File: src/rtl/if_fetch_if.sv
`default_nettype none
// Fetch-stage bus: instruction-memory request/ack plus the decode-side valid/stall/flush handshake.
interface if_fetch_if;
  logic        imem_req_o;
  logic [31:0] imem_addr_o;
  logic        imem_ack_i;
  logic [31:0] imem_data_i;
  logic        stall_i;
  logic        flush_i;
  logic [31:0] flush_pc_i;
  logic        valid_o;
  logic [31:0] pc_o;
  logic [31:0] inst_o;

  modport master (
    output imem_req_o, imem_addr_o, valid_o, pc_o, inst_o,
    input  imem_ack_i, imem_data_i, stall_i, flush_i, flush_pc_i
  );

  modport slave (
    input  imem_req_o, imem_addr_o, valid_o, pc_o, inst_o,
    output imem_ack_i, imem_data_i, stall_i, flush_i, flush_pc_i
  );
endinterface
`default_nettype wire

File: src/rtl/if_fetch.sv
`default_nettype none
// if_fetch: PC generation, single-outstanding imem request/ack, and an instruction
// queue that presents {pc, inst} to decode with valid/stall and flush redirect.
module if_fetch #(
  parameter logic [31:0] RESET_PC    = 32'h0000_0000,
  parameter int          QUEUE_DEPTH = 4
) (
  input  logic        clk,
  input  logic        rst,
  if_fetch_if.master  bus
);

  localparam int          PTR_W      = $clog2(QUEUE_DEPTH);
  localparam logic [31:0] RESET_PC_A = RESET_PC & ~32'h3;
  localparam logic [PTR_W:0] DEPTH_C = (PTR_W + 1)'(QUEUE_DEPTH);

  typedef enum logic [1:0] {
    S_FETCH   = 2'd0,
    S_FULL    = 2'd1,
    S_DISCARD = 2'd2
  } state_e;

  state_e           state_q, state_d;
  logic [31:0]      pc_q, pc_d;
  logic [31:0]      hold_q, hold_d;
  logic [PTR_W-1:0] rd_q, rd_d;
  logic [PTR_W-1:0] wr_q, wr_d;
  logic [PTR_W:0]   cnt_q, cnt_d;

  logic [31:0] qpc_q   [QUEUE_DEPTH];
  logic [31:0] qinst_q [QUEUE_DEPTH];

  logic req, ack, push, pop, valid;

  // Request is masked while rst is high so an abandoned transaction never completes.
  assign req   = (state_q != S_FULL) && !rst;
  assign ack   = req && bus.imem_ack_i;
  assign valid = (cnt_q != '0);
  assign push  = (state_q == S_FETCH) && ack && !bus.flush_i;
  assign pop   = valid && !bus.stall_i && !bus.flush_i;

  always_comb begin
    state_d = state_q;
    pc_d    = pc_q;
    hold_d  = hold_q;
    rd_d    = rd_q;
    wr_d    = wr_q;
    cnt_d   = cnt_q;

    if (bus.flush_i) begin
      rd_d  = '0;
      wr_d  = '0;
      cnt_d = '0;
      pc_d  = bus.flush_pc_i & ~32'h3;
      if (req && !ack) begin
        // An unacked request must stay on the bus; remember its address.
        state_d = S_DISCARD;
        if (state_q != S_DISCARD) begin
          hold_d = pc_q;
        end
      end else begin
        state_d = S_FETCH;
      end
    end else begin
      if (push) begin
        wr_d = wr_q + 1'b1;
        pc_d = pc_q + 32'd4;
      end
      if (pop) begin
        rd_d = rd_q + 1'b1;
      end
      cnt_d = cnt_q + (PTR_W + 1)'(push) - (PTR_W + 1)'(pop);

      case (state_q)
        S_DISCARD: begin
          if (ack) begin
            state_d = S_FETCH;
          end
        end
        default: begin
          state_d = (cnt_d < DEPTH_C) ? S_FETCH : S_FULL;
        end
      endcase
    end
  end

  always_ff @(posedge clk) begin
    if (rst) begin
      state_q <= S_FETCH;
      pc_q    <= RESET_PC_A;
      hold_q  <= RESET_PC_A;
      rd_q    <= '0;
      wr_q    <= '0;
      cnt_q   <= '0;
    end else begin
      state_q <= state_d;
      pc_q    <= pc_d;
      hold_q  <= hold_d;
      rd_q    <= rd_d;
      wr_q    <= wr_d;
      cnt_q   <= cnt_d;
    end
  end

  always_ff @(posedge clk) begin
    if (push) begin
      qpc_q[wr_q]   <= pc_q;
      qinst_q[wr_q] <= bus.imem_data_i;
    end
  end

  assign bus.imem_req_o  = req;
  assign bus.imem_addr_o = (state_q == S_DISCARD) ? hold_q : pc_q;
  assign bus.valid_o     = valid;
  assign bus.pc_o        = valid ? qpc_q[rd_q]   : 32'h0;
  assign bus.inst_o      = valid ? qinst_q[rd_q] : 32'h0;

endmodule
`default_nettype wire

File: src/flat_wrapper.sv
// flat-port wrapper written by rule: the top's interface ports become plain ports
module if_fetch_flat 
#(
  parameter logic [31:0] RESET_PC    = 32'h0000_0000,
  parameter int          QUEUE_DEPTH = 4
)
  (clk, rst, bus_imem_req_o, bus_imem_addr_o, bus_valid_o, bus_pc_o, bus_inst_o, bus_imem_ack_i, bus_imem_data_i, bus_stall_i, bus_flush_i, bus_flush_pc_i);
  if_fetch_if bus_i ();
  input  logic clk;
  input  logic rst;
  output wire logic [$bits(bus_i.imem_req_o)-1:0] bus_imem_req_o;
  output wire logic [$bits(bus_i.imem_addr_o)-1:0] bus_imem_addr_o;
  output wire logic [$bits(bus_i.valid_o)-1:0] bus_valid_o;
  output wire logic [$bits(bus_i.pc_o)-1:0] bus_pc_o;
  output wire logic [$bits(bus_i.inst_o)-1:0] bus_inst_o;
  input wire logic [$bits(bus_i.imem_ack_i)-1:0] bus_imem_ack_i;
  input wire logic [$bits(bus_i.imem_data_i)-1:0] bus_imem_data_i;
  input wire logic [$bits(bus_i.stall_i)-1:0] bus_stall_i;
  input wire logic [$bits(bus_i.flush_i)-1:0] bus_flush_i;
  input wire logic [$bits(bus_i.flush_pc_i)-1:0] bus_flush_pc_i;
  assign bus_imem_req_o = bus_i.imem_req_o;
  assign bus_imem_addr_o = bus_i.imem_addr_o;
  assign bus_valid_o = bus_i.valid_o;
  assign bus_pc_o = bus_i.pc_o;
  assign bus_inst_o = bus_i.inst_o;
  assign bus_i.imem_ack_i = bus_imem_ack_i;
  assign bus_i.imem_data_i = bus_imem_data_i;
  assign bus_i.stall_i = bus_stall_i;
  assign bus_i.flush_i = bus_flush_i;
  assign bus_i.flush_pc_i = bus_flush_pc_i;
  if_fetch #(.RESET_PC(RESET_PC), .QUEUE_DEPTH(QUEUE_DEPTH)) u_core (.clk(clk), .rst(rst), .bus(bus_i));
endmodule
File: config.mk
export PLATFORM = sky130hd
export DESIGN_NAME = if_fetch_flat
export DESIGN_NICKNAME = d
export VERILOG_FILES = /design/src/rtl/if_fetch_if.sv /design/src/rtl/if_fetch.sv /design/src/flat_wrapper.sv
export SDC_FILE = /design/constraint.sdc
export NUM_CORES = 1
export LEC_CHECK = 0
export ABC_AREA = 1
export CORE_MARGIN = 5
export CORE_UTILIZATION = 58
export CTS_BUF_LIST = sky130_fd_sc_hd__clkbuf_4
export CTS_CLUSTER_DIAMETER = 200
export DETAILED_ROUTE_END_ITERATION = 10
export PLACE_DENSITY = 0.93
export SYNTH_ARGS = -nofsm -noshare
export SYNTH_HDL_FRONTEND = slang
export SYNTH_SLANG_ARGS = --single-unit
File: constraint.sdc
create_clock -name clk -period 5.01 [get_ports clk]
set_input_delay 0.7515 -clock clk [delete_from_list [all_inputs] [get_ports clk]]
set_output_delay 0.7515 -clock clk [all_outputs]
set_load 0.005 [all_outputs]
== After elaboration in Yosys (flattened, before gate mapping) ==
Memory sizes are Yosys's and may differ from the RTL's. A register that Yosys moved wholly into a read port is not among the register bits.
Index checks and enable logic that the tools add are counted.
Operators by class
  reduce and logical (&&, ||, !) cells: 16
  muxes and demuxes: 16
  $add $sub $neg: 5
  equal/unequal tests: 4
  order comparisons: 1
Operators with widths (count)
  $mux 32: 5
  $add 32x3->32 const B: 1
  $mux 2: 8
  $logic_and 1x1->1: 7
  $add 2x1->2 const B: 2
  $logic_not 1->1: 4
  $add 3x1->3: 1
  $lt 3x3->1 const B: 1
  $mux 1: 3
  $ne 3x2->1 const B: 1
  $reduce_and 3->1: 1
  $reduce_bool 3->1: 1
  $sub 3x1->3: 1
  $eq 2x2->1 const B: 1
  $logic_not 2->1: 1
  $ne 2x1->1 const B: 1
  $ne 2x2->1 const B: 1
  $reduce_bool 2->1: 1
  $reduce_or 2->1: 1
Storage, ports and cells
  bits of input ports: 69
  bits in writable memories: 256
  output and inout port bits: 98
  word-level logic and storage cells: 51
  register bits: 73
  memories kept: 2
Memory list
  u_core.qinst_q: depth 4, width 32, read ports 1, clocked after Yosys merged registers in 1, write ports 1, line if_fetch.sv:31  | logic [31:0] qinst_q [QUEUE_DEPTH];
  u_core.qpc_q: depth 4, width 32, read ports 1, clocked after Yosys merged registers in 1, write ports 1, line if_fetch.sv:30  | logic [31:0] qpc_q [QUEUE_DEPTH];

== Logic depth before layout (Yosys ltp) ==
  depth in word-level cells: 11
  mapped depth: 11
  mapped depth without buffers: 11

== Least setup slack after synthesis ==
Ideal clock, no wire load.
  path kind: input to register
  start point: input rst
  end point: memory u_core.qinst_q[0][0], enable pin
  arrival: 3902 ps
  required time: 4528 ps
  buffers on the path: 0
  path slack: 626 ps
  library setup time: 482 ps
  stages on the path: 5
  path through: inv_2 -> nand4_4 -> nor2_2 -> inv_1 -> nor2_1
Between the ends
  word-level cells in the longest chain between the ends: 7
RTL lines
  start: declaration: line flat_wrapper.sv:10  | input logic rst;
  $logic_not 1->1: line if_fetch.sv:36  | assign req = (state_q != S_FULL) && !rst;
  $logic_and 1x1->1: line if_fetch.sv:36
  $logic_and 1x1->1: line if_fetch.sv:37  | assign ack = req && bus.imem_ack_i;
  $logic_and 1x1->1 (2 in series): line if_fetch.sv:39  | assign push = (state_q == S_FETCH) && ack && !bus.flush_i;
  $mux 1: line if_fetch.sv:106  | if (push) begin
  $mux 1 (not written as such): line if_fetch.sv:108  | qinst_q[wr_q] <= bus.imem_data_i;
  end: declaration: line if_fetch.sv:31
Every way passes these cells.

==> impl_metrics.py <==
metrics = {
    "place": {
        "place_ws_ns": 1.47,
        "place_area_um2": 15500,
        "port_buffers": 160,
        "gp_congestion": 0.909,
        "dp_hpwl_um": 20400,
    },
    "routing": {
        "wl_per_cell_um": 17.4,
        "drtAntennaViolNets": 0,
        "drcViolationCount": 0,
        "vias": 10500,
        "finalWirelength_um": 33200,
        "dr.first_iter.drc_count": 1060,
        "vias_per_cell": 5.48,
        "drt_pass1_iterations": 7,
    },
    "sta": {
        "hold_viol_final": 0,
        "max_freq_mhz": 247,
        "setup_tns_ns": 0,
        "max_slew_margin": 0.267,
        "fin_crit_ns": 4.04,
        "slew_violations": 0,
        "setup_slack_ns": 0.969,
        "rsz0062_at_grt": "false",
        "worst_pin_slew_ns": 1.10,
        "post-route-period-util": 0.807,
        "fin_worst_skew_ns": 0.0572,
        "setup_viol": 0,
    },
    "cts": {
        "cts.repair.resized": 0,
        "post_cts_buffers": 0,
        "cts_buffers": 78,
        "cts_buffer_depth": 3,
        "root_buffer": "clkbuf_4",
        "clock_sinks": 319,
        "h-tree-depth": 3,
        "clk_latency_ns": 0.69,
        "hold_buffers": 0,
        "clkTransAtPathRegs_ns": 0.06,
        "cts_tree": "yes",
    },
    "global_routing": {
        "grt_pass1_vias": 10400,
        "antenna_found_initial": 1,
        "grt_pass1_wl_um": 52000,
        "track_usage": 0.247,
        "gr-total-overflow": 0,
        "grt_max_degree": 71,
    },
    "setup_path": {
        "worstPathRequired_ns": 4.26,
        "rr_worst_depth": 12,
        "crit_arrival_ns": 3.29,
        "rr_startpoint": "u_core.cnt_q[1]$_SDFF_PP0_",
        "endpoint": "bus_inst_o[15]",
        "reg2reg_setup_slack_ns": 1.99,
        "r2r_end": "u_core.state_q[0]$_SDFFE_PP0P_",
        "critPathKind": "flop to output port",
        "start_kind": "flop",
        "endpoint_kind": "output port",
        "crit_fanout": 70,
    },
    "synth": {
        "synth_area_per_cell_um2": 9.99,
        "ys_async_sr_fraction": 0,
        "synthAdderAreaFrac": 0.00792,
        "synth_area_leaders": "edfxtp_1 55%, dfxtp_1 10%, nor2_1 9.5%",
        "synth_area_leader_cell": "edfxtp_1",
        "synth_seq_cells": 319,
        "yosys.area_share.simple": 0.169,
        "synth_warnings": 0,
        "ys_types": 35,
        "synth_flop_cell": "edfxtp_1",
        "synth_cells": 1360,
        "synth_edf_count": 248,
        "synth_mux_area_frac": 0,
        "synth_xor_area_frac": 0.00773,
        "synth_compound_area_frac": 0.115,
        "syn_area_um2": 13600,
        "ys_seq_area_frac": 0.652,
        "synth_top_cell_area_share": 0.548,
        "synth_top_family_by_area": "simple AND/OR/NAND/NOR gates",
    },
    "final_layout": {
        "drive_above_1_share": 0.106,
        "fin_area_um2": 16400,
        "layout_commonest_cell": "nor2_1",
        "post-route-util": 0.707,
        "syn2layout_area_growth_pct": 21.0,
        "final_cell_mix": "341 x nor2_1, 248 x edfxtp_1, 177 x o21ai_0",
        "nNetsFinal": 1621,
    },
    "pwr": {
        "p_leak_uw": 0.00584,
        "power_uw": 5410,
        "ir_drop_v": 0.000225,
        "p_per_area_nw_per_um2": 329,
    },
    "die": {
        "die_w_um": 163,
        "pin_count": 167,
        "fp-row-count": 56,
        "dieArea_um2": 26600,
        "design.core.area_um2": 23300,
        "initial_core_util": 0.584,
        "die_y_um": 163,
    },
    "outcome": {
        "outcome": "finished clean",
    },
    "job": {
        "max_cap_violations": 0,
    },
    "min_path": {
        "holdCritPathClass": "flop to flop",
    },
}
critical path, stage by stage, from the launching register on:
cell and delay (ns):
dfxtp_4 0.75, buf_4 0.73, nor2_1 0.12, nor2_1 0.12, o21ai_0 0.10, a21oi_1 0.25
clkdlybuf4s50_1 0.55
cell usage after synthesis, types with 2 or more instances:
| master | number |
|---|---|
| a21oi_1 | 113 |
| o21ai_1 | 6 |
| dfxtp_1 | 71 |
| buf_2 | 18 |
| inv_1 | 77 |
| nor3_1 | 3 |
| buf_4 | 6 |
| nand4_1 | 6 |
| a31oi_1 | 7 |
| nand2_2 | 4 |
| inv_2 | 7 |
| nor2_1 | 345 |
| nor2_2 | 5 |
| ha_1 | 7 |
| xnor2_1 | 3 |
| a21oi_2 | 2 |
| nand2_1 | 139 |
| edfxtp_1 | 248 |
| nand3_2 | 3 |
| nand3_1 | 37 |
| xor2_1 | 9 |
| nor2_4 | 7 |
| clkbuf_1 | 49 |
| o21ai_0 | 177 |
flip-flops by register name, indices dropped and copies added (netlist names), named ones only:
name            count
u_core.cnt_q        3
u_core.hold_q      30
u_core.pc_q        30
u_core.qinst_q    128
u_core.qpc_q      120
u_core.rd_q         2
u_core.state_q      2
u_core.wr_q         2
power breakdown:
group	leakage, uW	total [uW]	switching, uW	internal [uW]
Clock	0.000575	2140	970	1170
Sequential	0.00282	2940	48.9	2900
Combinational	0.00245	325	179	147
routing by layer:
layer / global-route usage / part of all wire / vias up / wire [um]
met4: 0.0911 / 0.021 / 0 / 694
met2: 0.408 / 0.48 / 563 / 15900
met3: 0.0626 / 0.099 / 57 / 3290
li1: - / - / 5009 / -
met1: 0.319 / 0.40 / 4848 / 13300
met5: 0 / 0 / - / 0
worst min path at each step:
stage	start	end	slack [ns]	depth (start not counted)
final	u_core.hold_q[3]$_SDFFE_PP0P_	u_core.hold_q[3]$_SDFFE_PP0P_	0.45	2
after global routing	u_core.hold_q[7]$_SDFFE_PP0P_	u_core.hold_q[7]$_SDFFE_PP0P_	0.47	2
after CTS	u_core.hold_q[3]$_SDFFE_PP0P_	u_core.hold_q[3]$_SDFFE_PP0P_	0.45	2
after detailed placement	u_core.hold_q[3]$_SDFFE_PP0P_	u_core.hold_q[3]$_SDFFE_PP0P_	0.44	2
after global placement	u_core.hold_q[7]$_SDFFE_PP0P_	u_core.hold_q[7]$_SDFFE_PP0P_	0.43	2
after floorplan	u_core.hold_q[3]$_SDFFE_PP0P_	u_core.hold_q[3]$_SDFFE_PP0P_	0.43	2
kinds of logic (layout without fill, tap and decap cells):
group / Yosys count / in the layout
DFF: 319 / 319
buffers and inverters: 158 / 387
AOI/OAI and AO/OA: 307 / 307
other: 1 / 5
adders and majority gates: 8 / 8
and+or+nand+nor: 555 / 555
xor gates and xnor gates: 12 / 12
layout make-up:
| cell class | count | area, um2 |
|---|---|---|
| clock inverters | 23 | 198 |
| diodes | 1 | 2.50 |
| inverters | 84 | 315 |
| fillers | 1618 | 6820 |
| clock buffers | 105 | 788 |
| multi-input cells | 886 | 4120 |
| repair buffers | 175 | 1740 |
| flip-flops and latches | 319 | 8870 |
| well taps | 319 | 399 |
metrics by stage:
| stage | hold WS, ns | cells |
|---|---|---|
| after global routing | 0.470 | 1912 |
| final | 0.453 | 1912 |
| after CTS | 0.451 | 1911 |
| after global placement | 0.433 | 1783 |
| after detailed placement | 0.442 | 1783 |
| after floorplan | 0.425 | 1363 |
Note: power is estimated with default switching activity, not from simulation.
